[src/rtl/adc_spi_pkg.sv]
// Shared types and constants for the HSMC ADC 3-wire SPI configuration master.
package adc_spi_pkg;

    typedef enum logic [1:0] {
        IDLE,
        SHIFT,
        HOLD,
        GAP
    } spi_state_t;

    localparam int ADC_SPI_FRAME_BITS = 24;
    localparam int ADC_SPI_ADDR_W     = 13;
    localparam int ADC_SPI_DATA_W     = 8;

    // W1W0 = 00 selects a single-byte transfer
    localparam logic [1:0] ADC_SPI_W1W0 = 2'b00;

    // Assembles the MSB-first frame: instruction (rw, W1W0, address) then data
    function automatic logic [ADC_SPI_FRAME_BITS-1:0] build_frame(
        input logic                      rw,
        input logic [ADC_SPI_ADDR_W-1:0] addr,
        input logic [ADC_SPI_DATA_W-1:0] data
    );
        return {rw, ADC_SPI_W1W0, addr, data};
    endfunction

endpackage

[src/rtl/spi_tick_gen.sv]
// Phase timer: emits a one-cycle tick at the end of every CLK_DIV-cycle phase.
module spi_tick_gen #(
    parameter int CLK_DIV = 4
) (
    input  logic sys_clk,
    input  logic reset_n,
    input  logic clear,
    output logic tick
);

    localparam int                CNT_W   = (CLK_DIV > 1) ? $clog2(CLK_DIV) : 1;
    localparam logic [CNT_W-1:0]  CNT_MAX = CNT_W'(CLK_DIV - 1);

    logic [CNT_W-1:0] cnt;

    // Free-running phase counter, restarted whenever the master enters a new state
    always_ff @(posedge sys_clk or negedge reset_n) begin
        if (!reset_n) begin
            cnt <= '0;
        end else if (clear || (cnt == CNT_MAX)) begin
            cnt <= '0;
        end else begin
            cnt <= cnt + 1'b1;
        end
    end

    assign tick = (cnt == CNT_MAX);

endmodule

[src/rtl/adc_spi_master.sv]
// 3-wire SPI master for single-byte register access to the two HSMC ADCs.
// The top level owns the SDIO tristate; this block supplies drive value and enable.
module adc_spi_master
    import adc_spi_pkg::*;
#(
    parameter int CLK_DIV = 4
) (
    input  logic                      sys_clk,
    input  logic                      reset_n,
    input  logic                      start,
    input  logic                      rw,
    input  logic                      chip_sel,
    input  logic [ADC_SPI_ADDR_W-1:0] addr,
    input  logic [ADC_SPI_DATA_W-1:0] wdata,
    output logic                      busy,
    output logic                      done,
    output logic [ADC_SPI_DATA_W-1:0] rdata,
    output logic                      ad_sclk,
    output logic                      sdio_out,
    output logic                      sdio_oe,
    input  logic                      sdio_in,
    output logic                      ada_spi_cs,
    output logic                      adb_spi_cs
);

    localparam logic [4:0] LAST_BIT_IDX = 5'(ADC_SPI_FRAME_BITS - 1);
    localparam logic [4:0] FIRST_DATA_TURN = 5'd8;

    spi_state_t                        state_q, state_d;
    logic [ADC_SPI_FRAME_BITS-1:0]     shift_q, shift_d;
    logic [4:0]                        bit_cnt_q, bit_cnt_d;
    logic                              rw_q, rw_d;
    logic                              gap_half_q, gap_half_d;
    logic [ADC_SPI_DATA_W-1:0]         rx_q, rx_d;

    logic                              busy_d, done_d, sclk_d, sdio_out_d, sdio_oe_d;
    logic                              cs_a_d, cs_b_d;
    logic [ADC_SPI_DATA_W-1:0]         rdata_d;

    logic                              tick, tick_clr, gap_end;

    // Keep the phase timer at zero while idle and restart it on every state change
    assign tick_clr = (state_d != state_q) || (state_q == IDLE);

    spi_tick_gen #(
        .CLK_DIV (CLK_DIV)
    ) u_tick (
        .sys_clk (sys_clk),
        .reset_n (reset_n),
        .clear   (tick_clr),
        .tick    (tick)
    );

    // State and output registers; every port output comes straight from a flop
    always_ff @(posedge sys_clk or negedge reset_n) begin
        if (!reset_n) begin
            state_q    <= IDLE;
            shift_q    <= '0;
            bit_cnt_q  <= '0;
            rw_q       <= 1'b0;
            gap_half_q <= 1'b0;
            rx_q       <= '0;
            busy       <= 1'b0;
            done       <= 1'b0;
            rdata      <= '0;
            ad_sclk    <= 1'b0;
            sdio_out   <= 1'b0;
            sdio_oe    <= 1'b0;
            ada_spi_cs <= 1'b1;
            adb_spi_cs <= 1'b1;
        end else begin
            state_q    <= state_d;
            shift_q    <= shift_d;
            bit_cnt_q  <= bit_cnt_d;
            rw_q       <= rw_d;
            gap_half_q <= gap_half_d;
            rx_q       <= rx_d;
            busy       <= busy_d;
            done       <= done_d;
            rdata      <= rdata_d;
            ad_sclk    <= sclk_d;
            sdio_out   <= sdio_out_d;
            sdio_oe    <= sdio_oe_d;
            ada_spi_cs <= cs_a_d;
            adb_spi_cs <= cs_b_d;
        end
    end

    // Next-state and next-output logic; a new command may also be taken on the
    // final GAP edge so a held start runs transactions back to back
    always_comb begin
        state_d    = state_q;
        shift_d    = shift_q;
        bit_cnt_d  = bit_cnt_q;
        rw_d       = rw_q;
        gap_half_d = gap_half_q;
        rx_d       = rx_q;
        busy_d     = busy;
        done_d     = 1'b0;
        rdata_d    = rdata;
        sclk_d     = ad_sclk;
        sdio_out_d = sdio_out;
        sdio_oe_d  = sdio_oe;
        cs_a_d     = ada_spi_cs;
        cs_b_d     = adb_spi_cs;
        gap_end    = 1'b0;

        case (state_q)
            IDLE: begin
                sclk_d    = 1'b0;
                sdio_oe_d = 1'b0;
            end

            SHIFT: begin
                if (tick) begin
                    if (!ad_sclk) begin
                        sclk_d = 1'b1;
                        rx_d   = {rx_q[ADC_SPI_DATA_W-2:0], sdio_in};
                    end else begin
                        sclk_d = 1'b0;
                        if (bit_cnt_q == 5'd0) begin
                            state_d    = HOLD;
                            sdio_out_d = 1'b0;
                            sdio_oe_d  = 1'b0;
                        end else begin
                            bit_cnt_d  = bit_cnt_q - 5'd1;
                            shift_d    = {shift_q[ADC_SPI_FRAME_BITS-2:0], 1'b0};
                            sdio_out_d = shift_q[ADC_SPI_FRAME_BITS-2];
                            if (rw_q && (bit_cnt_q == FIRST_DATA_TURN)) begin
                                sdio_oe_d = 1'b0;
                            end
                        end
                    end
                end
            end

            HOLD: begin
                if (tick) begin
                    state_d    = GAP;
                    gap_half_d = 1'b0;
                    cs_a_d     = 1'b1;
                    cs_b_d     = 1'b1;
                end
            end

            GAP: begin
                if (tick) begin
                    if (!gap_half_q) begin
                        gap_half_d = 1'b1;
                    end else begin
                        gap_end = 1'b1;
                        done_d  = 1'b1;
                        busy_d  = 1'b0;
                        state_d = IDLE;
                        if (rw_q) begin
                            rdata_d = rx_q;
                        end
                    end
                end
            end

            default: begin
                state_d = IDLE;
            end
        endcase

        if (start && ((state_q == IDLE) || gap_end)) begin
            shift_d    = build_frame(rw, addr, rw ? '0 : wdata);
            sdio_out_d = rw;
            sdio_oe_d  = 1'b1;
            sclk_d     = 1'b0;
            busy_d     = 1'b1;
            rw_d       = rw;
            bit_cnt_d  = LAST_BIT_IDX;
            cs_a_d     = chip_sel;
            cs_b_d     = ~chip_sel;
            state_d    = SHIFT;
        end
    end

endmodule

[config.mk]
export PLATFORM = sky130hd
export DESIGN_NAME = adc_spi_master
export DESIGN_NICKNAME = d
export VERILOG_FILES = /design/src/rtl/adc_spi_pkg.sv /design/src/rtl/spi_tick_gen.sv /design/src/rtl/adc_spi_master.sv
export SDC_FILE = /design/constraint.sdc
export NUM_CORES = 1
export LEC_CHECK = 0
export CORE_ASPECT_RATIO = 1.2
export CORE_UTILIZATION = 32
export DETAILED_ROUTE_END_ITERATION = 7
export SETUP_SLACK_MARGIN = 0.3
export SYNTH_ARGS = -nofsm -noshare
export SYNTH_HDL_FRONTEND = slang
export SYNTH_SLANG_ARGS = --single-unit
[constraint.sdc]
create_clock -name sys_clk -period 2.4 [get_ports sys_clk]
set_clock_uncertainty 0.1 [all_clocks]
set_input_delay 0.48 -clock sys_clk [delete_from_list [all_inputs] [get_ports sys_clk]]
set_output_delay 0.48 -clock sys_clk [all_outputs]
set_load 0.005 [all_outputs]
==> results.cfg, run 1 <==
[status]
run_status = finished clean

[global_routing]
grt_first_pass_wirelength_um = 8680
grtUsageTotal = 0.1347
grt_max_degree = 41
grt_overflow = 0
grt_pass1_vias = 1862
antenna_found_initial = 0

[pwr]
vdd_drop_max_mv = 0.4433
total_leakage_power_nw = 1.454
p_per_area_mw_per_mm2 = 1133

[floorplanning]
io_pins = 42
core_mm2 = 0.007664
die_x_um = 82.95
rows = 35
die-height_um = 99.14
dieArea_mm2 = 0.008223
start_util = 0.3283

[drt]
routed.top_layer = met4
drc_errors = 0
via_per_inst = 4.968
first_pass_iters = 4
antenna_left = 0
drt_wl_total_um = 5048
drt-wirelength-per-cell_um = 13.28
wl_met1_um = 2354
met2_length_um = 2415
num_vias = 1888
drtIter0Drc = 77
dr_wl_met3_um = 194

[cells_and_area]
final_core_util = 0.4261
n_antenna_cell = 0
final_cell_mix = 55 x dfrtp_1, 53 x nand2_1, 40 x clkdlybuf4s50_1
layout-drive-gt1-share = 0.1597
area_growth_pct = 29.79
nets = 313
layout_commonest_cell = dfrtp_1

[run]
maxCapViolCount = 0

[hold_path]
hp-class = primary input to asynchronous set/reset pin

[clocking]
cts-root-buf = clkbuf_8
cts_hold_buffers = 0
cts_max_level = 3
ctsResizeCount = 0
numCtsBuffers = 9
cts.sinks = 57
clk_latency_ps = 340
clock_path_buffers = 2
tritoncts = yes
path_clk_slew_ps = 70
cts_setup_buffers = 0

[synth]
syn_nets = 272
ys_types = 38
ys_seq_elements = 57
synth_area_leaders = dfrtp_1 55%, mux2_2 8.1%, nand2_1 7.9%, a31oi_1 5.0%, nor2_1 3.3%
synthArstFlopShare = 1.000
synth-seq-area-share = 0.5679
synth_edf_count = 0
synth_top_area_frac = 0.5470
netlist_area_mm2 = 0.002516
synthFlopType = dfrtp_1
syn_avg_cell_area_um2 = 10.40
yosysTopAreaCell = dfrtp_1
ys_warn_count = 0
synthCells = 242

[setup_path]
path_class = register to register
required_ps = 2520
cp_top_family = simple AND/OR/NAND/NOR gates
cpPeakStageDelay_ps = 410
arrival_ps = 2070
crit_buf_inv = 0
crit_path_top_delay_cell = and4_1
cp-start-kind = register
crit_path_end_kind = register
crit_fanout = 12
cp_cell_sequence = ha_2, and4_1, nand2_1, mux2_2

[timing]
worst_slew_pin_slew_ps = 541.1
fmax_ghz = 0.5116
drv_slew = 0
slew_headroom = 0.6393
rsz0062_at_grt = false
hold_viol = 0
finalCritPeriodShare = 0.8145
finalSetupViolations = 0
period_needed_ps = 1955
final.setup.tns_ps = 0

[place]
numPortBuffers = 41
gp_congestion = 0.7876
hpwl_um = 3407
[metal layers]
metal / GRT usage / vias to the layer above
li1: - / 917
met1: 0.1699 / 926
met2: 0.2137 / 37
met3: 0.04149 / 8
met4: 0.05968 / 0
met5: 0 / -
[metrics by stage]
step	std cells	cell area [um2]	hold slack (ps)	power, W	worst slack (ps)
global placement	364	3008	327.1	0.002564	363.7
finish	380	3266	26.66	0.003702	445.2
CTS	380	3257	40.25	0.003742	320.5
floorplan	242	2516	84.41	0.002296	636.7
detailed placement	364	3008	332.7	0.002602	327.7
global route	380	3266	60.52	0.003976	324.3
[cells by family (layout without fill, tap and decap cells)]
| logic type | count (synthesis) | in the layout | synth area share |
|---|---|---|---|
| and+or+nand+nor | 94 | 94 | 0.1681 |
| DFF | 57 | 57 | 0.5679 |
| AOI/OAI and AO/OA | 46 | 46 | 0.1129 |
| buffers and inverters | 21 | 67 | 0.04525 |
| muxes | 18 | 18 | 0.08056 |
| adders and majority gates | 3 | 3 | 0.01492 |
| xor gates and xnor gates | 3 | 3 | 0.01044 |
[layout make-up]
class / count / area (um2)
well taps: 92 / 115.1
clock buffers: 9 / 123.9
repair buffers: 45 / 460.4
clock inverters: 7 / 125.1
multi-input cells: 164 / 989.7
fillers: 745 / 4398
flip-flops and latches: 57 / 1429
inverters: 6 / 22.52
[flip-flops by register name, summed over array words and instances (netlist names)]
| signal | flops |
|---|---|
| shift_q | 23 |
| rdata | 8 |
| rx_q | 8 |
| bit_cnt_q | 5 |
| state_q | 2 |
| u_tick.cnt | 2 |
| ad_sclk | 1 |
| ada_spi_cs | 1 |
| adb_spi_cs | 1 |
| busy | 1 |
| done | 1 |
| gap_half_q | 1 |
| rw_q | 1 |
| sdio_oe | 1 |
| sdio_out | 1 |
[Yosys cell counts (all sizes together) (2+ instances only)]
master,number
a21oi,11
a31oi,20
buf,14
dfrtp,55
dfstp,2
ha,3
inv,5
mux2,18
nand2,54
nand3,4
nor2,22
nor3,3
nor3b,3
o21ai,7
xnor2,2
[report_power, final]
group,total (W),switching (W),internal [W]
Sequential,0.00160,0.000263,0.00134
Clock,0.00112,0.000419,0.000700
Combinational,0.000985,0.000469,0.000515
Total,0.00370,0.00115,0.00255
[final timing paths]
check,startpoint,cells after the start,slack (ps),endpoint
hold reg to reg,u_tick.cnt[0],1,340,u_tick.cnt[0]
min in group sys_clk,u_tick.cnt[0],1,340,u_tick.cnt[0]
setup reg to reg,u_tick.cnt[0],4,450,rdata[5]
setup / recovery,u_tick.cnt[0],4,450,rdata[5]
hold / removal,reset_n,1,30,bit_cnt_q[1]
max in group asynchronous,reset_n,2,1530,ada_spi_cs
No activity file was read; power rests on OpenSTA's default activity.
==> run 2: changes to the inputs <==
==> constraint.sdc (replaced) <==
create_clock -name sys_clk -period 1.9 [get_ports sys_clk]
set_clock_uncertainty 0.1 [all_clocks]
set_input_delay 0.38 -clock sys_clk [delete_from_list [all_inputs] [get_ports sys_clk]]
set_output_delay 0.38 -clock sys_clk [all_outputs]
set_load 0.005 [all_outputs]
==> run 2 against run 1 <==
  * Worst setup slack got worse by 340 ps
  * Die area unchanged
  * Combinational power increased by 94%
  * Utilization increased by 6.5 points
  * Wire length increased by 16%
  * Flip-flop and latch count unchanged
  * Clock power decreased by 4%
  * Critical endpoint is now bit_cnt_q[2]
  * Largest cell class unchanged
==> results.cfg, run 2 (synthesized netlist as in run 1, its figures left out) <==
[clocking]
tritoncts = yes
clock_path_buffers = 2
cts-root-buf = clkbuf_8
numCtsBuffers = 9
path_clk_slew_ps = 70
cts.sinks = 57
clk_latency_ps = 330
cts_max_level = 3

[global_routing]
antenna_found_initial = 0
grt_first_pass_wirelength_um = 9404
grt_pass1_vias = 1939
grtUsageTotal = 0.1472
grt_max_degree = 58
grt_overflow = 0

[timing]
slew_headroom = 0.7947
finalSetupViolations = 0
worst_slew_pin_slew_ps = 307.9
finalCritPeriodShare = 0.9449
worst_hold_slack_ps = 398.3
final.setup.tns_ps = 0
hold_viol = 0
drv_slew = 0
period_needed_ps = 1795
fmax_ghz = 0.5570
rsz0062_at_grt = true

[floorplanning]
rows = 35
dieArea_mm2 = 0.008223
io_pins = 42
die_x_um = 82.95
die-height_um = 99.14
start_util = 0.3283
core_mm2 = 0.007664

[drt]
first_pass_iters = 4
via_per_inst = 4.981
drc_errors = 0
antenna_left = 0
drt_wl_total_um = 5849
drtIter0Drc = 49
drt-wirelength-per-cell_um = 14.16
num_vias = 2057

[cells_and_area]
final_cell_mix = 52 x dfrtp_1, 34 x nand2_1, 25 x clkdlybuf4s50_1
area_growth_pct = 49.48
n_antenna_cell = 0
nets = 348
largest_reg_flops = 23
top_regs = shift_q (23), rdata (8), rx_q (8)
layout_commonest_cell = dfrtp_1
layout-drive-gt1-share = 0.3645
regMostFlops = shift_q

[setup_path]
cp_top_family = simple AND/OR/NAND/NOR gates
path_class = register to register
cp_cell_sequence = inv_2, ha_4, or4b_4, nand3_2, xor2_1, nand2_1
cpPeakStageDelay_ps = 590
required_ps = 2030
ff2ff_setup_slack_ps = 100
crit_path_top_delay_cell = or4b_4
crit_path_end_kind = register
r2r_start = bit_cnt_q[0]
reg2regPathDepth = 6
r2r_end = bit_cnt_q[2]
arrival_ps = 1920
crit_fanout = 6
cp-start-kind = register
crit_buf_inv = 1

[hold_path]
hp-class = register to register
hp-start = rdata[5]
holdPathStages = 1
hold_end = rdata[5]

[pwr]
vdd_drop_max_mv = 0.7304
total_leakage_power_nw = 1.713
p_per_area_mw_per_mm2 = 1346

[place]
hpwl_um = 3294
numPortBuffers = 41
gp_congestion = 0.7059

[run]
maxCapViolCount = 0

[status]
run_status = finished clean
## run 2: cell count changes in the layout (fill, tap and decap cells not counted), moves of 3 or more
cell / change
buf_6: +3
o21ai_0: -3
buf_4: +20
buf_12: +3
clkinv_2: +3
dfrtp_2: +3
dlygate4sd2_1: +13
dfrtp_1: -3
nand2_2: +16
clkdlybuf4s50_1: -15
nand2_4: +3
nand2_8: +3
nand2_1: -19
clkbuf_16: +3
## run 2: worst max path at each step
| stage | from | to | slack, ps | cells after the start |
|---|---|---|---|---|
| 2_1_floorplan | bit_cnt_q[0] | shift_q[16] | 180 | 7 |
| 3_3_place_gp | bit_cnt_q[0] | shift_q[6] | 70 | 6 |
| 3_5_place_dp | bit_cnt_q[0] | shift_q[3] | -50 | 6 |
| 4_1_cts | bit_cnt_q[1] | shift_q[3] | 70 | 6 |
| 5_1_grt | bit_cnt_q[0] | shift_q[10] | 20 | 6 |
| 6_report | bit_cnt_q[0] | bit_cnt_q[2] | 100 | 6 |
## run 2: worst reg2reg max path: cells and delay by family, from the launching register on
family,cells,cell delay (ps)
xor+xnor,1,170
fa+ha+maj,1,150
buf+inv,1,90
flops,1,390
simple gates,3,790
## run 2: layout make-up
cell class                 instances  area, um2
tap                               92      115.1
sequential                        57       1433
timing repair buffer              77      803.3
fill                             702       3902
multi-input combinational        167       1205
clock inverter                     4      45.04
inverter                           6      22.52
clock buffer                      10      137.6
## run 2: through the flow
stage	util	cell area, um2	instances	setup slack (ps)	total power (W)
CTS	0.4581	3511	400	66.44	0.004910
global route	0.4908	3761	413	21.21	0.005392
finish	0.4908	3761	413	104.6	0.005062
detailed placement	0.4026	3085	372	-49.79	0.003388
global placement	0.4026	3085	372	66.51	0.003337
floorplan	-	2556	242	184.7	0.002930
## run 2: per-layer routing
metal	vias to the layer above	GRT usage	wire length, um
met5	-	0	0
met4	0	0.06764	111
met3	7	0.03734	197
met2	42	0.2352	2872
met1	1015	0.1884	2667
li1	993	-	-
## run 2: power by group
| group | internal (W) | switching (W) |
|---|---|---|
| sequential | 0.00169 | 0.000386 |
| clock | 0.000619 | 0.000453 |
| combinational | 0.00107 | 0.000838 |
## run 2: timing repair
action                                  CTS  global route
endpoints found under the hold margin    55             0
endpoints found under the setup margin   64            45
gates cloned                              3             5
buffers inserted                         10             8
hold buffers                              1             0
pin swaps                                46            17
gates resized for setup                  52            24
==> run 3: changes to the inputs <==
--- a/config.mk
+++ b/config.mk
@@ -8,6 +8,7 @@
 export CORE_ASPECT_RATIO = 1.2
 export CORE_UTILIZATION = 32
 export DETAILED_ROUTE_END_ITERATION = 7
+export RECOVER_POWER = 25
 export SETUP_SLACK_MARGIN = 0.3
 export SYNTH_ARGS = -nofsm -noshare
 export SYNTH_HDL_FRONTEND = slang
==> run 3 against run 2 <==
  * Critical path depth did not move
  * Non-clock buffer count unchanged
  * Flip-flop and latch count unchanged
  * Fmax stayed put
  * Register-to-register slack barely moved
  * Die area did not move
  * Clock power barely moved
  * Largest cell class unchanged
==> results.cfg, run 3 (synthesized netlist as in run 1, its figures left out) <==
[run]
maxCapViolCount = 0

[setup_path]
r2r_end = bit_cnt_q[2]
cp-start-kind = register
ff2ff_setup_slack_ps = 100
arrival_ps = 1920
r2r_start = bit_cnt_q[0]
crit_fanout = 6
crit_start = bit_cnt_q[0]
path_class = register to register
crit_end = bit_cnt_q[2]
required_ps = 2030
reg2regPathDepth = 6
crit_path_end_kind = register

[clocking]
cts-root-buf = clkbuf_8
clock_path_buffers = 2
tritoncts = yes
cts.sinks = 57
path_clk_slew_ps = 70
cts_max_level = 3
clk_latency_ps = 330
numCtsBuffers = 9

[global_routing]
antenna_found_initial = 0
grt_max_degree = 58
grt_pass1_vias = 1939
grt_first_pass_wirelength_um = 9404
grtUsageTotal = 0.1472
grt_overflow = 0

[floorplanning]
die-height_um = 99.14
io_pins = 42
dieArea_mm2 = 0.008223
core_mm2 = 0.007664
die_x_um = 82.95
rows = 35
start_util = 0.3283

[cells_and_area]
nets = 348
final_cell_mix = 52 x dfrtp_1, 34 x nand2_1, 25 x clkdlybuf4s50_1
top_regs = shift_q (23), rdata (8), rx_q (8)
area_growth_pct = 48.98
final_core_util = 0.4891
layout-drive-gt1-share = 0.3645
regMostFlops = shift_q
final_cell_area_mm2 = 0.003749
multi_input_area_mm2 = 0.001205
nFillCells = 704
final-seq-area_mm2 = 0.001433
largest_reg_flops = 23
layout_commonest_cell = dfrtp_1
n_antenna_cell = 0

[pwr]
vdd_drop_max_mv = 0.7303
p_per_area_mw_per_mm2 = 1349
total_leakage_power_nw = 1.708

[timing]
rsz0062_at_grt = true
fmax_ghz = 0.5570
period_needed_ps = 1795
finalCritPeriodShare = 0.9449
slew_headroom = 0.4805
worst_slew_pin_slew_ps = 779.3
drv_slew = 0
finalSetupViolations = 0
hold_viol = 0
final.setup.tns_ps = 0
setup_slack_ps = 104.6

[drt]
drt-wirelength-per-cell_um = 14.15
via_per_inst = 4.983
drt_wl_total_um = 5846
first_pass_iters = 4
drc_errors = 0
antenna_left = 0
drtIter0Drc = 49
num_vias = 2058

[hold_path]
hp-class = register to register

[place]
place_area_mm2 = 0.003085
numPortBuffers = 41
gp_congestion = 0.7059
hpwl_um = 3294
place_ws_ps = -49.79

[status]
run_status = finished clean
-- run 3: cell count changes in the layout (fill, tap and decap cells not counted), sizes merged --
cell and change:
clkbuf +1, buf -1
-- run 3: worst min path at each step --
stage          cells after the start  slack, ps            end     startpoint
2_1_floorplan                      0        -20        ad_sclk        reset_n
3_3_place_gp                       2        310       rdata[7]        reset_n
3_5_place_dp                       2        310  u_tick.cnt[0]        reset_n
4_1_cts                            1        350  u_tick.cnt[0]  u_tick.cnt[0]
5_1_grt                            1        430        rx_q[7]        rx_q[7]
6_report                           1        400       rdata[5]       rdata[5]
-- run 3: cell type report --
type,count,share of cell area
inverters,6,0.006008
clock buffers,10,0.03672
repair buffers,77,0.2109
clock inverters,4,0.01202
flip-flops and latches,57,0.3822
well taps,92,0.03071
multi-input cells,167,0.3214
-- run 3: layer usage --
| metal | global-route usage | wire length, um |
|---|---|---|
| met4 | 0.06764 | 111 |
| met2 | 0.2352 | 2871 |
| met1 | 0.1884 | 2666 |
| met3 | 0.03734 | 197 |
| met5 | 0 | 0 |
-- run 3: power by group --
group / internal [W] / total (W) / switching (W) / leakage [nW]
Clock: 0.000619 / 0.00107 / 0.000453 / 0.0978
Combinational: 0.00107 / 0.00191 / 0.000837 / 0.887
Sequential: 0.00169 / 0.00208 / 0.000386 / 0.723
-- run 3: through the flow --
step / hold WS (ps) / total power, W / instances
after floorplan: -15.59 / 0.002930 / 242
after detailed placement: 310.3 / 0.003388 / 372
after global placement: 310.4 / 0.003337 / 372
final: 398.3 / 0.005058 / 413
after CTS: 349.0 / 0.004910 / 400
after global routing: 426.6 / 0.005388 / 413
-- run 3: what timing repair did --
| action | in CTS | in global routing |
|---|---|---|
| hold buffers | 1 | 0 |
| setup buffers | 10 | 8 |
| endpoints found under the hold margin | 55 | 0 |
| pin swaps | 46 | 17 |
| endpoints found under the setup margin | 64 | 45 |
| resized for setup | 52 | 24 |
| cloned | 3 | 5 |
-- run 3: critical path, stage by stage (launching register included) --
cell,delay (ps)
dfrtp_1,390
inv_2,90
ha_4,140
or4b_4,590
nand3_2,130
xor2_1,170
nand2_1,70
